===== src/rtl/spi_frame_sender_pkg.sv =====
// Shared constants and FSM encoding for the image/control SPI transmit link.
package spi_frame_sender_pkg;
    localparam logic SCLK_IDLE = 1'b0;
    localparam logic ALT_IMG   = 1'b0;
    localparam logic ALT_CTRL  = 1'b1;
    localparam int   WORD_W    = 64;
    localparam int   ADDR_W    = 8;

    typedef enum logic [2:0] {
        ST_IDLE,
        ST_PRE,
        ST_FETCH,
        ST_LOAD,
        ST_SHIFT,
        ST_POST,
        ST_DONE
    } state_t;
endpackage


===== src/rtl/spi_frame_sender_bit_shifter.sv =====
// 64-bit MSB-first shifter with SCLK divider; shifts one word per load/go and pulses bit_done.
module spi_bit_shifter
    import spi_frame_sender_pkg::*;
#(
    parameter int HALF_DIV = 4
) (
    input  logic              clk,
    input  logic              rst,
    input  logic              load,
    input  logic [WORD_W-1:0] load_data,
    input  logic              go,
    output logic              sclk,
    output logic              mosi,
    output logic              bit_done
);
    localparam logic [7:0] DIV_LAST  = 8'(HALF_DIV - 1);
    localparam logic [6:0] BITS_LAST = 7'(WORD_W);

    logic [WORD_W-1:0] shreg;
    logic [7:0]        div_cnt;
    logic [6:0]        bit_cnt;
    logic              active;
    logic              fall_now;

    always_comb begin
        fall_now = active && (div_cnt == DIV_LAST) && (sclk != SCLK_IDLE);
    end

    always_ff @(posedge clk) begin
        if (load)
            shreg <= load_data;
        else if (fall_now)
            shreg <= {shreg[WORD_W-2:0], 1'b0};
    end

    always_ff @(posedge clk) begin
        if (rst) begin
            active   <= 1'b0;
            sclk     <= SCLK_IDLE;
            mosi     <= 1'b0;
            bit_done <= 1'b0;
            div_cnt  <= 8'd0;
            bit_cnt  <= 7'd0;
        end else begin
            bit_done <= 1'b0;
            if (load)
                mosi <= load_data[WORD_W-1];
            if (go) begin
                active  <= 1'b1;
                div_cnt <= 8'd0;
                bit_cnt <= 7'd0;
                sclk    <= SCLK_IDLE;
            end else if (active) begin
                if (div_cnt != DIV_LAST) begin
                    div_cnt <= div_cnt + 8'd1;
                end else begin
                    div_cnt <= 8'd0;
                    if (sclk == SCLK_IDLE) begin
                        sclk    <= ~SCLK_IDLE;
                        bit_cnt <= bit_cnt + 7'd1;
                    end else begin
                        sclk <= SCLK_IDLE;
                        // next bit appears on the fall so it is stable across the following rise
                        if (bit_cnt == BITS_LAST) begin
                            active   <= 1'b0;
                            bit_done <= 1'b1;
                            mosi     <= 1'b0;
                        end else begin
                            mosi <= shreg[WORD_W-2];
                        end
                    end
                end
            end
        end
    end
endmodule


===== src/rtl/spi_frame_sender.sv =====
// SPI master for the image/control link: sequences alt guards, BRAM fetches and word shifts.
module spi_frame_sender
    import spi_frame_sender_pkg::*;
#(
    parameter logic [7:0] MAX_POS  = 8'd191,
    parameter int         HALF_DIV = 4,
    parameter int         RD_LAT   = 1,
    parameter int         GAP_CYC  = 8
) (
    input  logic              clk,
    input  logic              rst,
    input  logic              start_img,
    input  logic              start_ctrl,
    input  logic [WORD_W-1:0] ctrl_word,
    output logic [ADDR_W-1:0] bram_addr,
    output logic              bram_en,
    input  logic [WORD_W-1:0] bram_data,
    output logic              busy,
    output logic              done,
    output logic              SPI_sclk,
    output logic              SPI_mosi,
    output logic              SPI_alt
);
    localparam logic [7:0] GAP_LAST = 8'(GAP_CYC - 1);
    localparam logic [1:0] RD_LAST  = 2'(RD_LAT);

    state_t            state;
    logic              tgt;
    logic              pre_phase;
    logic [7:0]        gap_cnt;
    logic [1:0]        rd_cnt;
    logic [WORD_W-1:0] ctrl_lat;
    logic              sh_load;
    logic [WORD_W-1:0] sh_data;
    logic              bit_done;

    always_comb begin
        sh_load = (state == ST_LOAD) || ((state == ST_FETCH) && (rd_cnt == RD_LAST));
        sh_data = (state == ST_LOAD) ? ctrl_lat : bram_data;
    end

    always_ff @(posedge clk) begin
        if ((state == ST_IDLE) && start_ctrl && !start_img)
            ctrl_lat <= ctrl_word;
    end

    always_ff @(posedge clk) begin
        if (rst) begin
            state     <= ST_IDLE;
            tgt       <= ALT_CTRL;
            pre_phase <= 1'b0;
            gap_cnt   <= 8'd0;
            rd_cnt    <= 2'd0;
            bram_addr <= '0;
            bram_en   <= 1'b0;
            busy      <= 1'b0;
            done      <= 1'b0;
            SPI_alt   <= 1'b1;
        end else begin
            done <= 1'b0;
            case (state)
                ST_IDLE: begin
                    if (start_img || start_ctrl) begin
                        tgt       <= start_img ? ALT_IMG : ALT_CTRL;
                        SPI_alt   <= start_img ? ~ALT_IMG : ~ALT_CTRL;
                        busy      <= 1'b1;
                        bram_addr <= '0;
                        gap_cnt   <= 8'd0;
                        pre_phase <= 1'b0;
                        state     <= ST_PRE;
                    end
                end
                // guard: ~tgt then tgt, the alt edge resets the receiver's word position
                ST_PRE: begin
                    if (gap_cnt != GAP_LAST) begin
                        gap_cnt <= gap_cnt + 8'd1;
                    end else begin
                        gap_cnt <= 8'd0;
                        if (!pre_phase) begin
                            pre_phase <= 1'b1;
                            SPI_alt   <= tgt;
                        end else if (tgt == ALT_IMG) begin
                            bram_en <= 1'b1;
                            rd_cnt  <= 2'd0;
                            state   <= ST_FETCH;
                        end else begin
                            state <= ST_LOAD;
                        end
                    end
                end
                ST_FETCH: begin
                    bram_en <= 1'b0;
                    if (rd_cnt == RD_LAST)
                        state <= ST_SHIFT;
                    else
                        rd_cnt <= rd_cnt + 2'd1;
                end
                ST_LOAD: state <= ST_SHIFT;
                ST_SHIFT: begin
                    if (bit_done) begin
                        if ((tgt == ALT_IMG) && (bram_addr != MAX_POS)) begin
                            bram_addr <= bram_addr + 8'd1;
                            bram_en   <= 1'b1;
                            rd_cnt    <= 2'd0;
                            state     <= ST_FETCH;
                        end else begin
                            gap_cnt <= 8'd0;
                            state   <= ST_POST;
                        end
                    end
                end
                ST_POST: begin
                    if (gap_cnt != GAP_LAST) begin
                        gap_cnt <= gap_cnt + 8'd1;
                    end else begin
                        SPI_alt <= 1'b1;
                        busy    <= 1'b0;
                        done    <= 1'b1;
                        state   <= ST_DONE;
                    end
                end
                ST_DONE: state <= ST_IDLE;
                default: state <= ST_IDLE;
            endcase
        end
    end

    spi_bit_shifter #(
        .HALF_DIV (HALF_DIV)
    ) u_shifter (
        .clk       (clk),
        .rst       (rst),
        .load      (sh_load),
        .load_data (sh_data),
        .go        (sh_load),
        .sclk      (SPI_sclk),
        .mosi      (SPI_mosi),
        .bit_done  (bit_done)
    );
endmodule


===== config.mk =====
export PLATFORM = sky130hd
export DESIGN_NAME = spi_frame_sender
export DESIGN_NICKNAME = d
export VERILOG_FILES = /design/src/rtl/spi_frame_sender_pkg.sv /design/src/rtl/spi_frame_sender_bit_shifter.sv /design/src/rtl/spi_frame_sender.sv
export SDC_FILE = /design/constraint.sdc
export NUM_CORES = 1
export LEC_CHECK = 0
export ABC_AREA = 1
export CORE_MARGIN = 5
export CORE_UTILIZATION = 30
export CTS_CLUSTER_SIZE = 28
export DETAILED_ROUTE_END_ITERATION = 6
export MAX_ROUTING_LAYER = met4
export PLACE_DENSITY = 0.64
export SYNTH_ARGS = -nofsm -noshare
export SYNTH_HDL_FRONTEND = slang
export SYNTH_SLANG_ARGS = --single-unit
export TNS_END_PERCENT = 20

===== constraint.sdc =====
create_clock -name clk -period 4.5 [get_ports clk]
set_clock_uncertainty 0.05 [all_clocks]
set_input_delay 0.9 -clock clk [delete_from_list [all_inputs] [get_ports clk]]
set_output_delay 0.9 -clock clk [all_outputs]
set_load 0.01 [all_outputs]

# [After elaboration in Yosys (flattened, before gate mapping)]
# Index checks and enable logic that the tools add are counted.
[op_classes] add_sub_neg=5 eq_ne=23 n_mux=61 bitwise_logic=5 reduce_logical=31
[ops] cell="$mux 63" n=2
[ops] cell="$mux 64" n=1
[ops] cell="$mux 8" n=8
[ops] cell="$pmux 8 s4" n=1
[ops] cell="$mux 1" n=29
[ops] cell="$add 8x1->8 const B" n=3
[ops] cell="$mux 3" n=7
[ops] cell="$ne 2x2->1 const B" n=9
[ops] cell="$pmux 3 s6" n=1
[ops] cell="$pmux 8 s2" n=1
[ops] cell="$mux 2" n=6
[ops] cell="$reduce_and 6->1" n=2
[ops] cell="$reduce_and 5->1" n=2
[ops] cell="$reduce_and 3->1" n=3
[ops] cell="$eq 8x2->1 const B" n=1
[ops] cell="$ne 8x2->1 const B" n=1
[ops] cell="$ne 8x3->1 const B" n=1
[ops] cell="$ne 8x8->1 const B" n=1
[ops] cell="$reduce_bool 2->1" n=4
[ops] cell="$add 7x1->7 const B" n=1
[ops] cell="$eq 7x7->1 const B" n=1
[ops] cell="$reduce_and 7->1" n=1
[ops] cell="$eq 3x2->1 const B" n=2
[ops] cell="$eq 3x3->1 const B" n=2
[ops] cell="other kinds (18)" n=35
[totals] register_bits=173 inputBits=132 output_inout_bits=14

# [Logic depth before layout (Yosys ltp)]
# Gate-level depths: netlist of run 1.
[logic_depth] ltp_word=8 mapped_depth=11 depth_no_buf=11

# [By module]
# Synthesis of run 1 repeated with hierarchy kept, for this count alone.
[hier_totals] hier_cells=815 hier_area_um2=8200.4
[modules_own_cells] module="spi_frame_sender" instances=1 cells_each=395 area_per_inst_um2=4441.8 seq_area_each_um2=2462.4
[modules_own_cells] module="spi_bit_shifter" instances=1 cells_each=420 area_per_inst_um2=3758.6 seq_area_each_um2=2272.2

# [Worst setup path before layout of run 1]
# No wires, ideal clock.
[synth_timing] path_type="input to register" from="input port start_img" to="register ctrl_lat[0], enable pin" setup_time_ns=0.488 arrival_time_ns=3.863 required_ns=3.962 setup_slack_ns=0.099 stages=4 path_buffers=0 cell_sequence="nor2_1 > nor2_1 > inv_2 > nor2_1"
[synth_via] elab_chain_cells=2
[synth_rtl] item="start: declaration" line="spi_frame_sender.sv:12" source="input logic start_img,"
[synth_rtl] item="$logic_not 1->1" line="spi_frame_sender.sv:43" source="if ((state == ST_IDLE) && start_ctrl && !start_img)"
[synth_rtl] item="$logic_and 1x1->1" line="spi_frame_sender.sv:43"
[synth_rtl] item="end signal: assignment" line="spi_frame_sender.sv:44" source="ctrl_lat <= ctrl_word;"
[synth_rtl] item="end: declaration" line="spi_frame_sender.sv:32" source="logic [WORD_W-1:0] ctrl_lat;"
# Every way passes these cells.
# A chain may end at the register's enable or synchronous reset.

# [Final worst setup path of run 1]
[layout_timing] from="register u_shifter.div_cnt[0]" to="register u_shifter.shreg[17], enable pin"
[layout_via] elab_chain_cells=4
[layout_rtl] item="start: declaration" line="spi_frame_sender_bit_shifter.sv:20" source="logic [7:0] div_cnt;"
[layout_rtl] item="start signal: assignment" line="spi_frame_sender_bit_shifter.sv:55" source="div_cnt <= div_cnt + 8'd1;"
[layout_rtl] item="$eq 8x2->1" line="spi_frame_sender_bit_shifter.sv:26" source="fall_now = active && (div_cnt == DIV_LAST) && (sclk != SCLK_IDLE);"
[layout_rtl] item="$logic_and 1x1->1 (2 in a row)" line="spi_frame_sender_bit_shifter.sv:26"
[layout_rtl] item="$reduce_bool 2->1 (no source line)"
[layout_rtl] item="end signal: assignment" line="spi_frame_sender_bit_shifter.sv:31" source="shreg <= load_data;"
[layout_rtl] item="end signal: assignment" line="spi_frame_sender_bit_shifter.sv:33" source="shreg <= {shreg[WORD_W-2:0], 1'b0};"
[layout_rtl] item="end: declaration" line="spi_frame_sender_bit_shifter.sv:19" source="logic [WORD_W-1:0] shreg;"
# Every way passes these cells.

==> summary by stage, run 1 <==
Finish
The storage element area is 0.00473 mm2. In the final layout, the multi-input gates occupy 0.00258 mm2. Cells with a size suffix above 1 make up 6.82% of the layout. After filler insertion, the fill cell instance count of the layout stands at 2,510. After the last flow step, the layout net total stands at 1,078. The summed area of non-filler cells in the final layout is 0.0100 mm2.

The count of cells in the finished layout, fillers not included, comes to 1,283. The antenna diode count is 0. Compared with the post-synthesis result, the final layout area differs by 30.2%.

Timing
In the final timing run, aggregate negative setup slack is 0 ps. The total count of hold-check failures in the final report is 0. The worst path in the final design needs a cycle of 2530 ps, including I/O delays and setup. The final cycle utilization of the critical path is 56.3%. The number of setup violations in the final report is 0. At the pin with the least slew margin, the transition time is 949 ps. Setup repair after global routing left no endpoint under its margin. The final critical-path setup slack is 1970 ps.

In this run the tightest slew margin relative to its limit is 36.8%. The max-slew violation count came to 0. Derived from the worst setup path, the maximum achievable clock frequency is 395 MHz.

Place
The placed instances occupy a cell area of 0.00942 mm2. At the end of routability-driven placement, the weighted congestion stood at 0.846. The detailed placer's ending HPWL is 12,800 um.

The number of buffers added on ports is 145. At the placement stage, the worst setup path has a slack of 1600 ps. Counting tap cells, the placed design contains a total of 1,251 instances.

Synthesis
The total of flip-flops plus latches after synthesis is 173. The number of library cell types mapped by synthesis is 36. In the post-synthesis netlist, the cell with the most instances is nand2_1. The number of nets in the synthesized netlist is 938.

The number of flops mapped to enable cells by yosys is 127. The cell area after synthesis is 0.00770 mm2. Synthesis handed over a netlist of 800 instances.

A synthesized cell averages 9.63 um2. The share of the yosys chip area belonging to registers is 61.4%. The top cell type by area accounts for 49.5% of the synthesized area. The most used flip-flop cell after synthesis is edfxtp_1. By count the netlist is led by nand2_1 (233), edfxtp_1 (127), nor2_1 (119). Yosys attributes the largest share of cell area to edfxtp_1 (49%), dfxtp_1 (12%), nand2_1 (11%), nor2_1 (5.8%), a31oi_1 (5.0%). After synthesis, the share of flip-flops with an asynchronous set or reset is 0%.

The biggest area contributor in the post-synthesis netlist is edfxtp_1. The count of warnings emitted by yosys is 0.

Die
The die outline width is 170 um. After floorplanning, the core was sized to cover 0.0253 mm2. For this design the top-level I/O count stands at 146. The die height is 170 um.

The standard-cell row count is 58. The floorplan step defined a die boundary enclosing 0.0290 mm2. The initial standard-cell utilization of the core is 30.5%.

Global route
The global-route wire length before repair is 29,500 um. The initial antenna violation count is 0. The number of global-route vias before repair came to 5,846. Entering global routing, the biggest net connects 77 pins. For this run, the total global-route usage over all layers was measured as 13.2%. The final global-route overflow total is 0.

Clocking
Clock tree synthesis inserted a total of 17 buffers. The quantity of gates resized following cts is 0. The tree is rooted in a clkbuf_16. The post-CTS setup buffer count is 0.

For this design, the sink count on the clock tree is 173. TritonCTS built the clock tree. In this run the deepest clock path goes through 2 buffers. The clock transition at the registers of the reported paths is 70 ps.

The clock latency reported for the late side of the worst-skew pair is 420 ps. The depth of the CTS H-tree is 4. After clock tree synthesis, the flow added hold-fix buffers numbering 0.

Power and ir drop
The peak supply drop is 0.188 mV. The static leakage is 3.59 nW. Dividing total power by cell area gives a power density of 450 mW/mm2.

The power consumption is 4.51 mW.

Run status
The run finished with clean final reports.

Detailed routing
For this run, the detailed router's first-pass iteration total came to 5. The detailed-route wire length is 18,800 um. The number of nets with antenna violations after detailed routing is 0.

After detailed routing, the average wire length per cell comes to 14.6 um. In the routed design, unresolved DRC markers number 0. After detailed routing, the number of vias per cell comes to 4.65. The vias after detailed routing is 5,971. The first routing iteration left 513 violations.

Hold path
The worst hold path belongs to the class reg2reg.

Setup path
The signal on the critical path passes through ha_1, inv_1, nor3_1, nand2_1, nor2_1, nand2_1, nand2_4. The kind of critical path is reg2reg. For this run, the slowest stage of the critical path takes 690 ps.

At the worst endpoint, the required time is 4500 ps. In this run the worst path has a maximum fanout of 63. For this design, the slowest cell found on the critical path is nand2_4. In this run the register-to-register setup slack is 1970 ps. The startpoint class of the critical path is a flop. The worst setup path is captured at a flop. Data on the critical path arrives at its endpoint at 2540 ps. The most numerous cell type found on the critical path is nand2_1.

Job
Max-cap violations in this run came to 0.
==> metrics by stage <==
stage               utilization, %  hold slack [ps]
floorplan                        -              405
global placement              37.3              390
detailed placement            37.3              398
CTS                           39.7              409
global route                  39.7              421
finish                        39.7              400
==> metal layers <==
layer  track usage, %  vias up  routed length, um
met3             2.97       19                871
met2             21.4      136               9180
met1             16.4     2804               8490
met4             3.99        0                240
met5                -        -                  0
li1                 -     3012                  -
==> path summary, 6_finish.rpt <==
kind | from | cells after the start | to
setup / recovery | u_shifter.div_cnt[0] | 7 | u_shifter.shreg[17]
hold / removal | bram_en | 2 | bram_en
setup reg to reg | u_shifter.div_cnt[0] | 7 | u_shifter.shreg[17]
hold reg to reg | bram_en | 2 | bram_en
==> logic make-up (layout without fill, tap and decap cells) <==
family | after synthesis | count (layout) | share of synthesized area [%]
buffers and inverters | 80 | 233 | 5.28
AND/OR/NAND/NOR | 409 | 409 | 21.9
flip-flops | 173 | 173 | 61.4
adder cells (fa/ha/maj) | 6 | 6 | 0.974
AO/OA/AOI/OAI | 122 | 122 | 9.31
XOR/XNOR | 10 | 10 | 1.14
==> power by group <==
part / internal (mW) / switching, mW / leakage [nW] / total (mW)
Sequential: 1.99 / 0.0901 / 1.54 / 2.08
Combinational: 0.340 / 0.601 / 1.75 / 0.940
Clock: 0.761 / 0.735 / 0.298 / 1.50
Total: 3.09 / 1.43 / 3.59 / 4.51
==> layout make-up <==
type	instances	share of cell area, %
Sequential cell	173	47.2
Clock buffer	17	4.24
Timing Repair Buffer	152	15.0
Multi-Input combinational cell	547	25.7
Clock inverter	15	1.83
Inverter	49	1.86
Tap cell	330	4.12
==> state kept, by name, indices dropped and copies added (netlist names), 2 cells and up <==
name and count:
u_shifter.bit_cnt 7, bram_addr 8, rd_cnt 2, ctrl_lat 64
state 3, u_shifter.shreg 63, gap_cnt 8, u_shifter.div_cnt 8
==> critical path, delay by kind of cell (launching register included) <==
family                   cells  cell delay (ps)
adder cells (fa/ha/maj)      1              180
buffers and inverters        1               60
flip-flops                   1              360
AND/OR/NAND/NOR              5             1460
==> layout by cell type (no fill, tap or decap), drive strengths merged <==
cell type	instances
a21oi	33
a31oi	62
buf	7
clkbuf	17
clkdlybuf4s50	145
clkinv	7
dfxtp	46
edfxtp	127
ha	6
inv	57
nand2	238
nand3	29
nand4	9
nor2	124
nor3	3
nor3b	3
nor4	1
o211ai	5
o21ai	17
o21bai	2
o221ai	1
o22ai	1
o31ai	1
or2	2
xnor2	5
xor2	5
Power figures use the tool's default switching activity.
==> run 2: changes to the inputs <==
- PLACE_DENSITY: 0.64 -> 0.62
- clock period: 4.5 -> 2.4 ns (I/O delays scaled with it)
==> run 2 against run 1 <==
Compared with the run above: critical path depth rose by 1; sequential power rose by 87%; fmax rose by 18%; flip-flop and latch count did not move; combinational power rose by 100%; count of clock-buffer cells in the layout did not move; worst hold slack got worse by 2.8 ps; highest routed layer unchanged.
==> summary by stage, run 2 (synthesis gave the netlist of run 1 again) <==
Run status
The flow ran to the end, and the final reports show no timing, DRC or antenna violations.

Die
The number of placed I/O pins is 146 (unchanged). The initial standard-cell utilization of the core is 30.5% (unchanged). The die height was 170 um (unchanged). The standard-cell row count was 58 (unchanged). The die area came to 0.0290 mm2 (unchanged). The die outline width came to 170 um (unchanged). The area of the core is 0.0253 mm2 (unchanged).

Clocking
The clock latency reported for the late side of the worst-skew pair was 430 ps (about the same). The CTS sink count was 173 (unchanged). The clock transition at the registers of the reported paths is 70 ps (about the same).

TritonCTS built the clock tree. The hold buffer count at CTS is 0 (unchanged). The number of buffers between clock root and the deepest sink is 2 (unchanged). The depth of the CTS H-tree is 4 (unchanged). The buffer type at the clock tree root is clkbuf_16. The number of buffers inserted during clock tree synthesis is 17 (unchanged).

Setup path
The worst setup path is captured at a flop. The critical path's top delay family is simple AND/OR/NAND/NOR gates. Among all stages on the critical path, the largest delay is contributed by dfxtp_1.

By instance count, the cell type seen most on the critical path is nand2_1. The highest net fanout along the worst path is 23 (-63%). The worst path buffer plus inverter count is 2 (+1). The data arrival time of the critical path is 2230 ps (-310 ps). The critical path required time is 2490 ps (-2010 ps). The setup path with the least slack is of type reg2reg. The startpoint class of the critical path is a flop. The signal on the critical path passes through ha_1, inv_1, nor3_1, nand2_1, nor2_1, nand2_1, nand2_8, buf_12. The delay of the slowest critical-path stage came to 370 ps (-320 ps).

Timing
The worst relative slew slack was 52.9% (+16 points). The post-route minimum period is 2150 ps (-387 ps). The worst hold slack is 397 ps (-2.77 ps).

The number of setup violations in the final report is 0 (unchanged). Setup repair after global routing left no endpoint under its margin. The total count of hold-check failures in the final report is 0 (unchanged). The slew at the pin with the worst max-slew slack was 707 ps (-242 ps). The max-slew violation count is 0 (unchanged). The post-route setup TNS came to 0 ps (unchanged). The final cycle utilization of the critical path is 89.4% (+33 points). The maximum frequency from static timing analysis is 466 MHz (+18%).

Finish
The signed area change from the synthesized netlist to the final layout is 32.7%. In the final layout, the registers with the most flip-flops are ctrl_lat x64, u_shifter.shreg x63. The share of the core filled with cells in the final layout is 40.5% (+0.79 points). The antenna diode count is 0 (unchanged).

The number of flip-flops under the largest register name is 64 (unchanged). The layout cell share with drive strength beyond 1 is 7.69% (+0.87 points). The largest register by flop count is ctrl_lat.

The post-layout net count is 1,087 (+0.83%). The top cell types in the final layout, fill and taps aside, are nand2_1 (231), clkdlybuf4s50_1 (145), edfxtp_1 (127). The library cell used most frequently in the layout, excluding fill and tap cells, is nand2_1.

Detailed routing
The average vias per placed instance is 4.63 (-0.60%). The vias after detailed routing is 5,977 (+0.10%). The number of iterations in the first detailed-routing pass was 5 (unchanged). The wire length per cell is 14.5 um (-0.82%).

The number of nets with antenna violations after detailed routing is 0 (unchanged). The DRC violation count after routing is 0 (unchanged). The detailed-route wire length is 18,800 um (-0.13%). The number of DRC markers after the initial detailed-route iteration came to 416 (-19%).

Global route
The pin count of the biggest net entering global routing is 65 (-16%). The number of global-route vias before repair was 5,865 (+0.33%). The final global-route overflow total is 0 (unchanged). The global-route wire length before repair came to 29,700 um (+0.73%).

The initial antenna violation count is 0 (unchanged). The total global-route track usage was 13.2% (+0.037 points).

Power and ir drop
The static leakage was 3.67 nW (+2.1%). The peak supply drop came to 0.397 mV (+110%). The total power per unit cell area was 842 mW/mm2 (+87%).

Job
The number of max-cap violations is 0 (unchanged).

Place
The final RePlAce weighted congestion came to 0.853 (+0.77%). The detailed placer's ending HPWL is 13,100 um (+2.1%). The number of buffers added on ports is 145 (unchanged).

Hold path
The tightest min-delay check is of the reg2reg type.
==> run 2: cell count changes in the layout (fill, tap and decap cells not counted) <==
cell	previous run	this run
inv_12	1	2
buf_4	7	6
nand2_8	0	1
inv_6	2	3
nand2_4	2	1
buf_12	0	10
clkinv_8	4	3
inv_8	6	5
==> run 2: what timing repair did <==
item                       4_1_cts  5_1_grt
resized for setup                0        1
buffers inserted                 0        0
setup endpoints to repair        0       15
==> run 2: path summary, 6_finish.rpt <==
kind / from / end / slack [ps] / cells past startpoint
max: u_shifter.div_cnt[0] / u_shifter.shreg[14] / 250 / 8
min: bram_en / bram_en / 400 / 2
max reg2reg: u_shifter.div_cnt[0] / u_shifter.shreg[14] / 250 / 8
min reg2reg: bram_en / bram_en / 400 / 2
==> run 2: layer usage <==
metal | part of all wire [%] | track usage [%]
met4 | 1.1 | 3.54
met3 | 4.7 | 3.00
met1 | 45 | 16.5
met2 | 50 | 21.7
met5 | 0 | -
==> run 2: where the power goes <==
part / internal, mW / leakage (nW) / switching [mW]
clock network: 1.43 / 0.297 / 1.38
logic: 0.762 / 1.83 / 1.15
registers: 3.72 / 1.54 / 0.169
==> run 2: metrics by stage <==
stage          cells  cell area (um2)  total power [mW]  setup slack, ps
2_1_floorplan    800             7710              5.13             -526
3_3_place_gp    1260             9610              5.85              140
3_5_place_dp    1260             9610              5.88              146
4_1_cts         1292            10200              8.73              187
5_1_grt         1292            10200              9.13             22.2
6_report        1292            10200              8.61              253
==> run 2: worst reg2reg max path, delay by kind of cell (launching register included) <==
family        cells  cell delay, ps
fa+ha+maj         1             190
buf+inv           2             270
flops             1             370
simple gates      5             970
==> run 2: area by class of cell <==
class / instances / area, um2
repair buffers: 161 / 1700
clock inverters: 15 / 181
inverters: 49 / 186
clock buffers: 17 / 425
well taps: 330 / 413
fillers: 2516 / 15000
multi-input cells: 547 / 2590
flip-flops and latches: 173 / 4730
